$ cat src/rtl/ibex_mem_arbiter_if.sv
// Ibex-style memory request/response bundle (req/gnt/rvalid).
// The master drives the request fields. The slave answers with grant and response.
interface ibex_mem_arbiter_if;
    logic        req;
    logic        we;
    logic [3:0]  be;
    logic [31:0] addr;
    logic [31:0] wdata;
    logic        gnt;
    logic        rvalid;
    logic [31:0] rdata;
    logic        err;

    modport master (
        output req, we, be, addr, wdata,
        input  gnt, rvalid, rdata, err
    );

    modport slave (
        input  req, we, be, addr, wdata,
        output gnt, rvalid, rdata, err
    );
endinterface

$ cat src/rtl/ibex_mem_arbiter.sv
// Two-to-one arbiter that shares one Ibex-style memory port between fetch and LSU.
// The request path is combinational and a request stays locked until it is granted.
// In-order responses are steered back to their requester through a FIFO of source tags.
module ibex_mem_arbiter #(
    parameter int unsigned MaxOutstanding = 2,    // 1..8
    parameter bit          DataPriority   = 1'b0
) (
    input  logic               clk_i,
    input  logic               rst_i,
    ibex_mem_arbiter_if.slave  instr_if,
    ibex_mem_arbiter_if.slave  data_if,
    ibex_mem_arbiter_if.master mem_if,
    output logic               unexp_rsp_o
);
    localparam int unsigned PtrW = (MaxOutstanding > 1) ? $clog2(MaxOutstanding) : 1;
    localparam int unsigned CntW = $clog2(MaxOutstanding + 1);
    localparam logic [CntW-1:0] CntMax  = CntW'(MaxOutstanding);
    localparam logic [PtrW-1:0] PtrLast = PtrW'(MaxOutstanding - 1);

    typedef enum logic {
        SrcInstr = 1'b0,
        SrcData  = 1'b1
    } src_e;

    logic [CntW-1:0] cnt_q, cnt_d;
    logic [PtrW-1:0] rd_ptr_q, rd_ptr_d;
    logic [PtrW-1:0] wr_ptr_q, wr_ptr_d;
    logic            lock_vld_q, lock_vld_d;
    src_e            lock_src_q, lock_src_d;
    src_e            last_src_q, last_src_d;
    logic            unexp_q, unexp_d;
    src_e            tag_q [MaxOutstanding];

    src_e winner;
    src_e head_tag;
    logic full;
    logic winner_req;
    logic mem_req;
    logic push;
    logic pop;

    // Fetches carry no store fields, so those inputs are intentionally ignored.
    logic unused_instr_fields;
    assign unused_instr_fields = ^{instr_if.we, instr_if.be, instr_if.wdata};

    function automatic logic [PtrW-1:0] ptr_inc(input logic [PtrW-1:0] p);
        return (p == PtrLast) ? '0 : p + 1'b1;
    endfunction

    // Choose the requester: the locked one first, then the only one, then by priority or round-robin.
    always_comb begin
        // NOTE: give every always_comb target a default first so that no path infers a latch.
        winner = SrcInstr;
        if (lock_vld_q) begin
            winner = lock_src_q;
        end else if (instr_if.req && data_if.req) begin
            winner = DataPriority ? SrcData : src_e'(~last_src_q);
        end else if (data_if.req) begin
            winner = SrcData;
        end
    end

    assign full       = (cnt_q == CntMax);
    assign winner_req = (winner == SrcData) ? data_if.req : instr_if.req;
    assign mem_req    = !rst_i && !full && winner_req;
    assign push       = mem_req && mem_if.gnt;
    assign pop        = !rst_i && mem_if.rvalid && (cnt_q != '0);
    assign head_tag   = tag_q[rd_ptr_q];

    // Drive the shared port from the winner. A fetch has fixed store fields.
    always_comb begin
        mem_if.req   = mem_req;
        mem_if.we    = (winner == SrcData) ? data_if.we    : 1'b0;
        mem_if.be    = (winner == SrcData) ? data_if.be    : 4'hF;
        mem_if.addr  = (winner == SrcData) ? data_if.addr  : instr_if.addr;
        mem_if.wdata = (winner == SrcData) ? data_if.wdata : 32'h0;
    end

    // Grant goes to the winner only. Responses are steered by the head tag, and data/err are broadcast.
    always_comb begin
        instr_if.gnt    = push && (winner == SrcInstr);
        data_if.gnt     = push && (winner == SrcData);
        instr_if.rvalid = pop && (head_tag == SrcInstr);
        data_if.rvalid  = pop && (head_tag == SrcData);
        instr_if.rdata  = mem_if.rdata;
        data_if.rdata   = mem_if.rdata;
        instr_if.err    = mem_if.err;
        data_if.err     = mem_if.err;
    end

    assign unexp_rsp_o = unexp_q;

    // Next state for the count, the pointers, the lock, the round-robin history and the sticky error.
    always_comb begin
        cnt_d      = cnt_q;
        rd_ptr_d   = rd_ptr_q;
        wr_ptr_d   = wr_ptr_q;
        last_src_d = last_src_q;
        // A request that is presented but not granted is held. Dropping the request releases the lock.
        lock_vld_d = mem_req && !mem_if.gnt;
        lock_src_d = winner;
        unexp_d    = unexp_q | (mem_if.rvalid && (cnt_q == '0));
        if (push) begin
            wr_ptr_d   = ptr_inc(wr_ptr_q);
            last_src_d = winner;
        end
        if (pop) begin
            rd_ptr_d = ptr_inc(rd_ptr_q);
        end
        case ({push, pop})
            2'b10:   cnt_d = cnt_q + 1'b1;
            2'b01:   cnt_d = cnt_q - 1'b1;
            default: cnt_d = cnt_q;
        endcase
    end

    // Control state with a synchronous reset. Outstanding tags and the lock are dropped on reset.
    always_ff @(posedge clk_i) begin
        // NOTE: sequential state uses non-blocking assignments so that all registers update together.
        if (rst_i) begin
            cnt_q      <= '0;
            rd_ptr_q   <= '0;
            wr_ptr_q   <= '0;
            lock_vld_q <= 1'b0;
            lock_src_q <= SrcInstr;
            last_src_q <= SrcData;
            unexp_q    <= 1'b0;
        end else begin
            cnt_q      <= cnt_d;
            rd_ptr_q   <= rd_ptr_d;
            wr_ptr_q   <= wr_ptr_d;
            lock_vld_q <= lock_vld_d;
            lock_src_q <= lock_src_d;
            last_src_q <= last_src_d;
            unexp_q    <= unexp_d;
        end
    end

    // Tag storage for outstanding transactions, written on each handshake.
    always_ff @(posedge clk_i) begin
        // NOTE: the tag array has no reset. An entry is read only while the count says it is valid.
        if (push) begin
            tag_q[wr_ptr_q] <= winner;
        end
    end
endmodule

$ cat src/flat_wrapper.sv
// flat-port wrapper written by rule: the top's interface ports become plain ports
module ibex_mem_arbiter_flat 
#(
    parameter int unsigned MaxOutstanding = 2,           
    parameter bit          DataPriority   = 1'b0
)
  (clk_i, rst_i, unexp_rsp_o, instr_if_req, instr_if_we, instr_if_be, instr_if_addr, instr_if_wdata, instr_if_gnt, instr_if_rvalid, instr_if_rdata, instr_if_err, data_if_req, data_if_we, data_if_be, data_if_addr, data_if_wdata, data_if_gnt, data_if_rvalid, data_if_rdata, data_if_err, mem_if_req, mem_if_we, mem_if_be, mem_if_addr, mem_if_wdata, mem_if_gnt, mem_if_rvalid, mem_if_rdata, mem_if_err);
  ibex_mem_arbiter_if instr_if_i ();
  ibex_mem_arbiter_if data_if_i ();
  ibex_mem_arbiter_if mem_if_i ();
  input  logic clk_i;
  input  logic rst_i;
  output logic unexp_rsp_o;
  input wire logic [$bits(instr_if_i.req)-1:0] instr_if_req;
  input wire logic [$bits(instr_if_i.we)-1:0] instr_if_we;
  input wire logic [$bits(instr_if_i.be)-1:0] instr_if_be;
  input wire logic [$bits(instr_if_i.addr)-1:0] instr_if_addr;
  input wire logic [$bits(instr_if_i.wdata)-1:0] instr_if_wdata;
  output wire logic [$bits(instr_if_i.gnt)-1:0] instr_if_gnt;
  output wire logic [$bits(instr_if_i.rvalid)-1:0] instr_if_rvalid;
  output wire logic [$bits(instr_if_i.rdata)-1:0] instr_if_rdata;
  output wire logic [$bits(instr_if_i.err)-1:0] instr_if_err;
  input wire logic [$bits(data_if_i.req)-1:0] data_if_req;
  input wire logic [$bits(data_if_i.we)-1:0] data_if_we;
  input wire logic [$bits(data_if_i.be)-1:0] data_if_be;
  input wire logic [$bits(data_if_i.addr)-1:0] data_if_addr;
  input wire logic [$bits(data_if_i.wdata)-1:0] data_if_wdata;
  output wire logic [$bits(data_if_i.gnt)-1:0] data_if_gnt;
  output wire logic [$bits(data_if_i.rvalid)-1:0] data_if_rvalid;
  output wire logic [$bits(data_if_i.rdata)-1:0] data_if_rdata;
  output wire logic [$bits(data_if_i.err)-1:0] data_if_err;
  output wire logic [$bits(mem_if_i.req)-1:0] mem_if_req;
  output wire logic [$bits(mem_if_i.we)-1:0] mem_if_we;
  output wire logic [$bits(mem_if_i.be)-1:0] mem_if_be;
  output wire logic [$bits(mem_if_i.addr)-1:0] mem_if_addr;
  output wire logic [$bits(mem_if_i.wdata)-1:0] mem_if_wdata;
  input wire logic [$bits(mem_if_i.gnt)-1:0] mem_if_gnt;
  input wire logic [$bits(mem_if_i.rvalid)-1:0] mem_if_rvalid;
  input wire logic [$bits(mem_if_i.rdata)-1:0] mem_if_rdata;
  input wire logic [$bits(mem_if_i.err)-1:0] mem_if_err;
  assign instr_if_i.req = instr_if_req;
  assign instr_if_i.we = instr_if_we;
  assign instr_if_i.be = instr_if_be;
  assign instr_if_i.addr = instr_if_addr;
  assign instr_if_i.wdata = instr_if_wdata;
  assign instr_if_gnt = instr_if_i.gnt;
  assign instr_if_rvalid = instr_if_i.rvalid;
  assign instr_if_rdata = instr_if_i.rdata;
  assign instr_if_err = instr_if_i.err;
  assign data_if_i.req = data_if_req;
  assign data_if_i.we = data_if_we;
  assign data_if_i.be = data_if_be;
  assign data_if_i.addr = data_if_addr;
  assign data_if_i.wdata = data_if_wdata;
  assign data_if_gnt = data_if_i.gnt;
  assign data_if_rvalid = data_if_i.rvalid;
  assign data_if_rdata = data_if_i.rdata;
  assign data_if_err = data_if_i.err;
  assign mem_if_req = mem_if_i.req;
  assign mem_if_we = mem_if_i.we;
  assign mem_if_be = mem_if_i.be;
  assign mem_if_addr = mem_if_i.addr;
  assign mem_if_wdata = mem_if_i.wdata;
  assign mem_if_i.gnt = mem_if_gnt;
  assign mem_if_i.rvalid = mem_if_rvalid;
  assign mem_if_i.rdata = mem_if_rdata;
  assign mem_if_i.err = mem_if_err;
  ibex_mem_arbiter #(.MaxOutstanding(MaxOutstanding), .DataPriority(DataPriority)) u_core (.clk_i(clk_i), .rst_i(rst_i), .instr_if(instr_if_i), .data_if(data_if_i), .mem_if(mem_if_i), .unexp_rsp_o(unexp_rsp_o));
endmodule
$ cat config.mk
export PLATFORM = sky130hd
export DESIGN_NAME = ibex_mem_arbiter_flat
export DESIGN_NICKNAME = d
export VERILOG_FILES = /design/src/rtl/ibex_mem_arbiter_if.sv /design/src/rtl/ibex_mem_arbiter.sv /design/src/flat_wrapper.sv
export SDC_FILE = /design/constraint.sdc
export NUM_CORES = 1
export LEC_CHECK = 0
export BUFFER_PORTS_ARGS = -buffer_cell sky130_fd_sc_hd__buf_2
export CORE_AREA = 2 2 123 125
export CTS_BUF_LIST = sky130_fd_sc_hd__clkbuf_16
export DETAILED_ROUTE_END_ITERATION = 12
export DIE_AREA = 0 0 125 127
export PLACE_DENSITY = 0.43
export SETUP_SLACK_MARGIN = 0.02
export SYNTH_ARGS = -nofsm -noshare
export SYNTH_HDL_FRONTEND = slang
export SYNTH_SLANG_ARGS = --single-unit
$ cat constraint.sdc
create_clock -name clk_i -period 1.8 [get_ports clk_i]
set_input_delay 0.18 -clock clk_i [delete_from_list [all_inputs] [get_ports clk_i]]
set_output_delay 0.18 -clock clk_i [all_outputs]
set_load 0.1 [all_outputs]
# == Word level (Yosys, flattened, before mapping) ==
# Memories as Yosys holds them, arrays and structs flattened. A register that Yosys moved wholly into a read port is not among the register bits.
# Index checks and enable logic that the tools add are counted.
# totals
n_memories,1
ff_bits,8
mem_bits_rw,2
# classes
n_addsub,4
eq_ne,3
n_reduce_logical,18
n_mux,15
bitwise_logic,4
# memory_table
name,depth,word_bits,rd,rd_clocked_by_memory_dff,write_ports,line,source
u_core.tag_q,2,1,1,1,1,ibex_mem_arbiter.sv:32,src_e tag_q [MaxOutstanding];
# ops
operator,count
32-bit two-way mux,2
1-bit logical AND,12
1-bit two-way mux,11
"2-bit equality test, second input constant",2
4-bit two-way mux,1
2-bit one-hot mux with 2 select lines,1
2-bit nonzero test,2
1-bit logical NOT,3
1-bit NOT,3
"1-bit adder, second input constant",2
"2-bit by 1-bit adder with 2-bit output, second input constant",1
"2-bit by 1-bit equality test with 1-bit output, second input constant",1
2-bit logical NOT,1
"2-bit by 1-bit subtractor with 2-bit output, second input constant",1
1-bit bitwise OR,1

# == Depth between registers and ports, before layout ==
# depth
ltp_word,8
depth_mapped,7

# == Least setup slack after synthesis ==
# Ideal clock, no wire load.
# synth_path
path_kind,register to output
start,register u_core.cnt_q[0]
end,output port instr_if_rvalid
t_required_ns,1.620
setup_slack_ns,-1.876
path_stages_with_launch,3
arrival_time_ns,3.496
path_buffers,0
path_cell_list,dfxtp_1 -> o21ai_0 -> nor4_1
# synth_between
elab_chain_cells,3
# synth_rtl
element,line,source
"start, declared",ibex_mem_arbiter.sv:25,"logic [CntW-1:0] cnt_q, cnt_d;"
"start signal, assigned",ibex_mem_arbiter.sv:129,cnt_q <= cnt_d;
2-bit nonzero test,ibex_mem_arbiter.sv:67,assign pop = !rst_i && mem_if.rvalid && (cnt_q != '0);
1-bit logical AND,ibex_mem_arbiter.sv:67,
1-bit logical AND,ibex_mem_arbiter.sv:83,instr_if.rvalid = pop && (head_tag == SrcInstr);
"end, declared",flat_wrapper.sv:20,output wire logic [$bits(instr_if_i.rvalid)-1:0] instr_if_rvalid;
# No other way between the ends.

# == Final worst setup path ==
# layout_path
start,register u_core.lock_vld_q
end,output port mem_if_addr[5]
# layout_between
elab_chain_cells,2
# layout_rtl
element,line,source
"start, declared",ibex_mem_arbiter.sv:28,"logic lock_vld_q, lock_vld_d;"
"start signal, assigned",ibex_mem_arbiter.sv:132,lock_vld_q <= lock_vld_d;
1-bit two-way mux,ibex_mem_arbiter.sv:54,if (lock_vld_q) begin
32-bit two-way mux,ibex_mem_arbiter.sv:75,mem_if.addr = (winner == SrcData) ? data_if.addr : instr_if.addr;
"end, declared",flat_wrapper.sv:35,output wire logic [$bits(mem_if_i.addr)-1:0] mem_if_addr;
# No other way between the ends.

==> metrics.yaml <==
run_status:
  status: "finished with violations"
  violations: "negative setup slack"
timing:
  setup_viol: 41
  worst_slack_ns: -0.0916
  fmax_mhz: 529
  finalMaxSlewViolations: 0
  tightest_slew_ns: 0.484
  maxSlewHeadroom: 0.679
  fin_crit_ns: 1.89
  hold_viol_final: 0
  hold_ws_ns: 0.137
  fin_crit_sh: 1.05
  finClkSkew_ns: 0.00150
  final.setup.tns_ns: -2.12
  rsz0062_at_grt: "true"
drt:
  final_antenna_net_count: 0
  routed_wl_microns: 6170
  wl_met2_microns: 3480
  routedWlPerCell_microns: 12.0
  wl_met3_microns: 556
  vias_per_cell: 3.44
  vias: 1762
  drt_iter0_drc: 27
  top_layer_used: "met4"
  met1Wirelength_microns: 1930
  first_pass_iters: 3
  post-route-drc-count: 0
synthesis:
  netlist.area_leader.share: 0.306
  synth_area_leader_cell: "buf_4"
  synth_cell_types: 27
  yosys_register_bits: 11
  synth_fp_nets: 371
  yosysWarningCount: 0
  netlist_instances: 193
  syn_area_sq_um: 1620
  ys_seq_area_frac: 0.148
  synth.avg_cell_area_sq_um: 8.40
  ys_top_cells_by_area: "buf_4 31%, mux2_2 22%, nor2b_1 14%"
finish:
  final_cells: 512
  diodes: 0
  final_cell_mix: "107 x buf_2, 42 x buf_6, 41 x buf_12, 33 x nor2b_4, 28 x mux2_2"
  drive_above_1_share: 0.881
  final_core_util: 0.256
  final_cell_area_sq_um: 3700
  nNetsFinal: 507
  syn_to_final_growth_pct: 128
  mostFrequentLayoutCell: "buf_2"
clocking:
  cts_buffers: 3
  hold_buffers: 0
  insertion_delay_ns: 0.24
  cts.sinks: 11
  cts.clk_slew.worst_paths_ns: 0.04
  htree_levels: 1
  cts-root-buf: "clkbuf_16"
  cts_tree: "yes"
  cts_buffer_depth: 2
critical_path:
  critPathRequiredTime_ns: 1.62
  critPathLaunchType: "flop"
  arrival_ns: 1.71
  cp_max_fo: 13
  critPathKind: "reg2out"
  cp-end-kind: "output pin"
place:
  place_area_sq_um: 3020
  preCtsSetupSlack_ns: -0.0538
  placed_cells: 496
  gp_congestion: 0.748
  portBuffers: 181
  dp_hpwl_microns: 4800
floorplanning:
  start_util: 0.112
  die-area_sq_um: 15900
  fp-row-count: 44
  core_sq_um: 14400
  die_w_microns: 125
  io_pins: 318
  die_y_microns: 127
power_and_ir_drop:
  p_leak_nw: 1.77
  vdd_drop_max_mv: 0.305
  fin_total_pwr_mw: 2.72
  power_density_nw_per_um2: 737
global_routing:
  grt_max_degree: 18
  gr-total-overflow: 0
  grt_pass1_vias: 1874
  grt_antenna_before_repair: 0
  grt_use_total: 0.0710
  grt_pass1_wl_microns: 9130
hold_path:
  min_path_type: "in2reg"
job:
  drv_cap: 0
cell type report:
class	instances	area (sq um)
fill	1505	10700
timing repair buffer	205	1970
multi-input combinational	106	1170
sequential	11	245
tap	184	230
clock buffer	3	75.1
inverter	2	7.51
clock inverter	1	3.75
metal layers:
layer,GRT usage,vias to the layer above
met4,0.0301,0
met3,0.0176,26
met5,0,-
li1,-,828
met1,0.0672,787
met2,0.144,121
where the power goes:
part | internal (mW) | switching [mW]
Combinational | 0.720 | 1.32
Clock | 0.291 | 0.107
Sequential | 0.277 | 0.0136
critical path, stage by stage (launching register included):
cell and delay [ns]:
dfxtp_4 0.36, nor2b_2 0.05, a22oi_2 0.16, buf_6 0.17, buf_12 0.16, mux2_2 0.37, buf_6 0.19
timing repair:
item	4_1_cts	5_1_grt
hold endpoints to repair	0	0
setup buffers	9	2
gates resized for setup	127	15
cloned	1	0
endpoints found under the setup margin	66	71
pin swaps	3	1
synthesized netlist by cell type:
| cell | count |
|---|---|
| or2_2 | 4 |
| edfxtp_1 | 2 |
| a21oi_1 | 2 |
| nand2b_1 | 1 |
| inv_1 | 2 |
| and3_1 | 1 |
| or3_1 | 1 |
| clkbuf_1 | 5 |
| nand2_1 | 1 |
| o21a_1 | 1 |
| buf_4 | 66 |
| dfxtp_1 | 9 |
| a22oi_2 | 1 |
| mux2_2 | 32 |
| ha_1 | 1 |
| a2111oi_4 | 1 |
| mux2i_1 | 3 |
| xor2_1 | 2 |
| nor2_1 | 11 |
| xnor2_1 | 1 |
| nor2b_1 | 37 |
| and2_1 | 1 |
| buf_2 | 3 |
| and3b_1 | 1 |
| nand2_2 | 1 |
| nor4_1 | 1 |
| o21ai_0 | 2 |
flip-flops by register name, indices dropped and copies added, names as in the netlist, named ones only:
signal and cells:
u_core.wr_ptr_q 1, u_core.tag_q 2, u_core.rd_ptr_q 1, u_core.lock_src_q 1, u_core.last_src_q 1, u_core.cnt_q 2, u_core.lock_vld_q 1, u_core.unexp_rsp_o 1
cell families after synthesis:
kind of cell	share of synthesized area
AO/OA/AOI/OAI	0.0417
adder cells (fa/ha/maj)	0.00771
multiplexers	0.241
flip-flops	0.148
XOR/XNOR	0.0162
buffers and inverters	0.331
AND/OR/NAND/NOR	0.215
final timing paths:
| path | start | cells after the start | endpoint | slack (ns) |
|---|---|---|---|---|
| worst max-delay path | u_core.lock_vld_q | 6 | mem_if_addr[5] | -0.09 |
| worst min register to register | u_core.unexp_rsp_o | 2 | u_core.unexp_rsp_o | 0.47 |
| worst min-delay path | mem_if_gnt | 2 | u_core.lock_vld_q | 0.14 |
| worst max register to register | u_core.lock_vld_q | 6 | u_core.cnt_q[1] | -0.03 |
(Power assumes the default switching activity.)
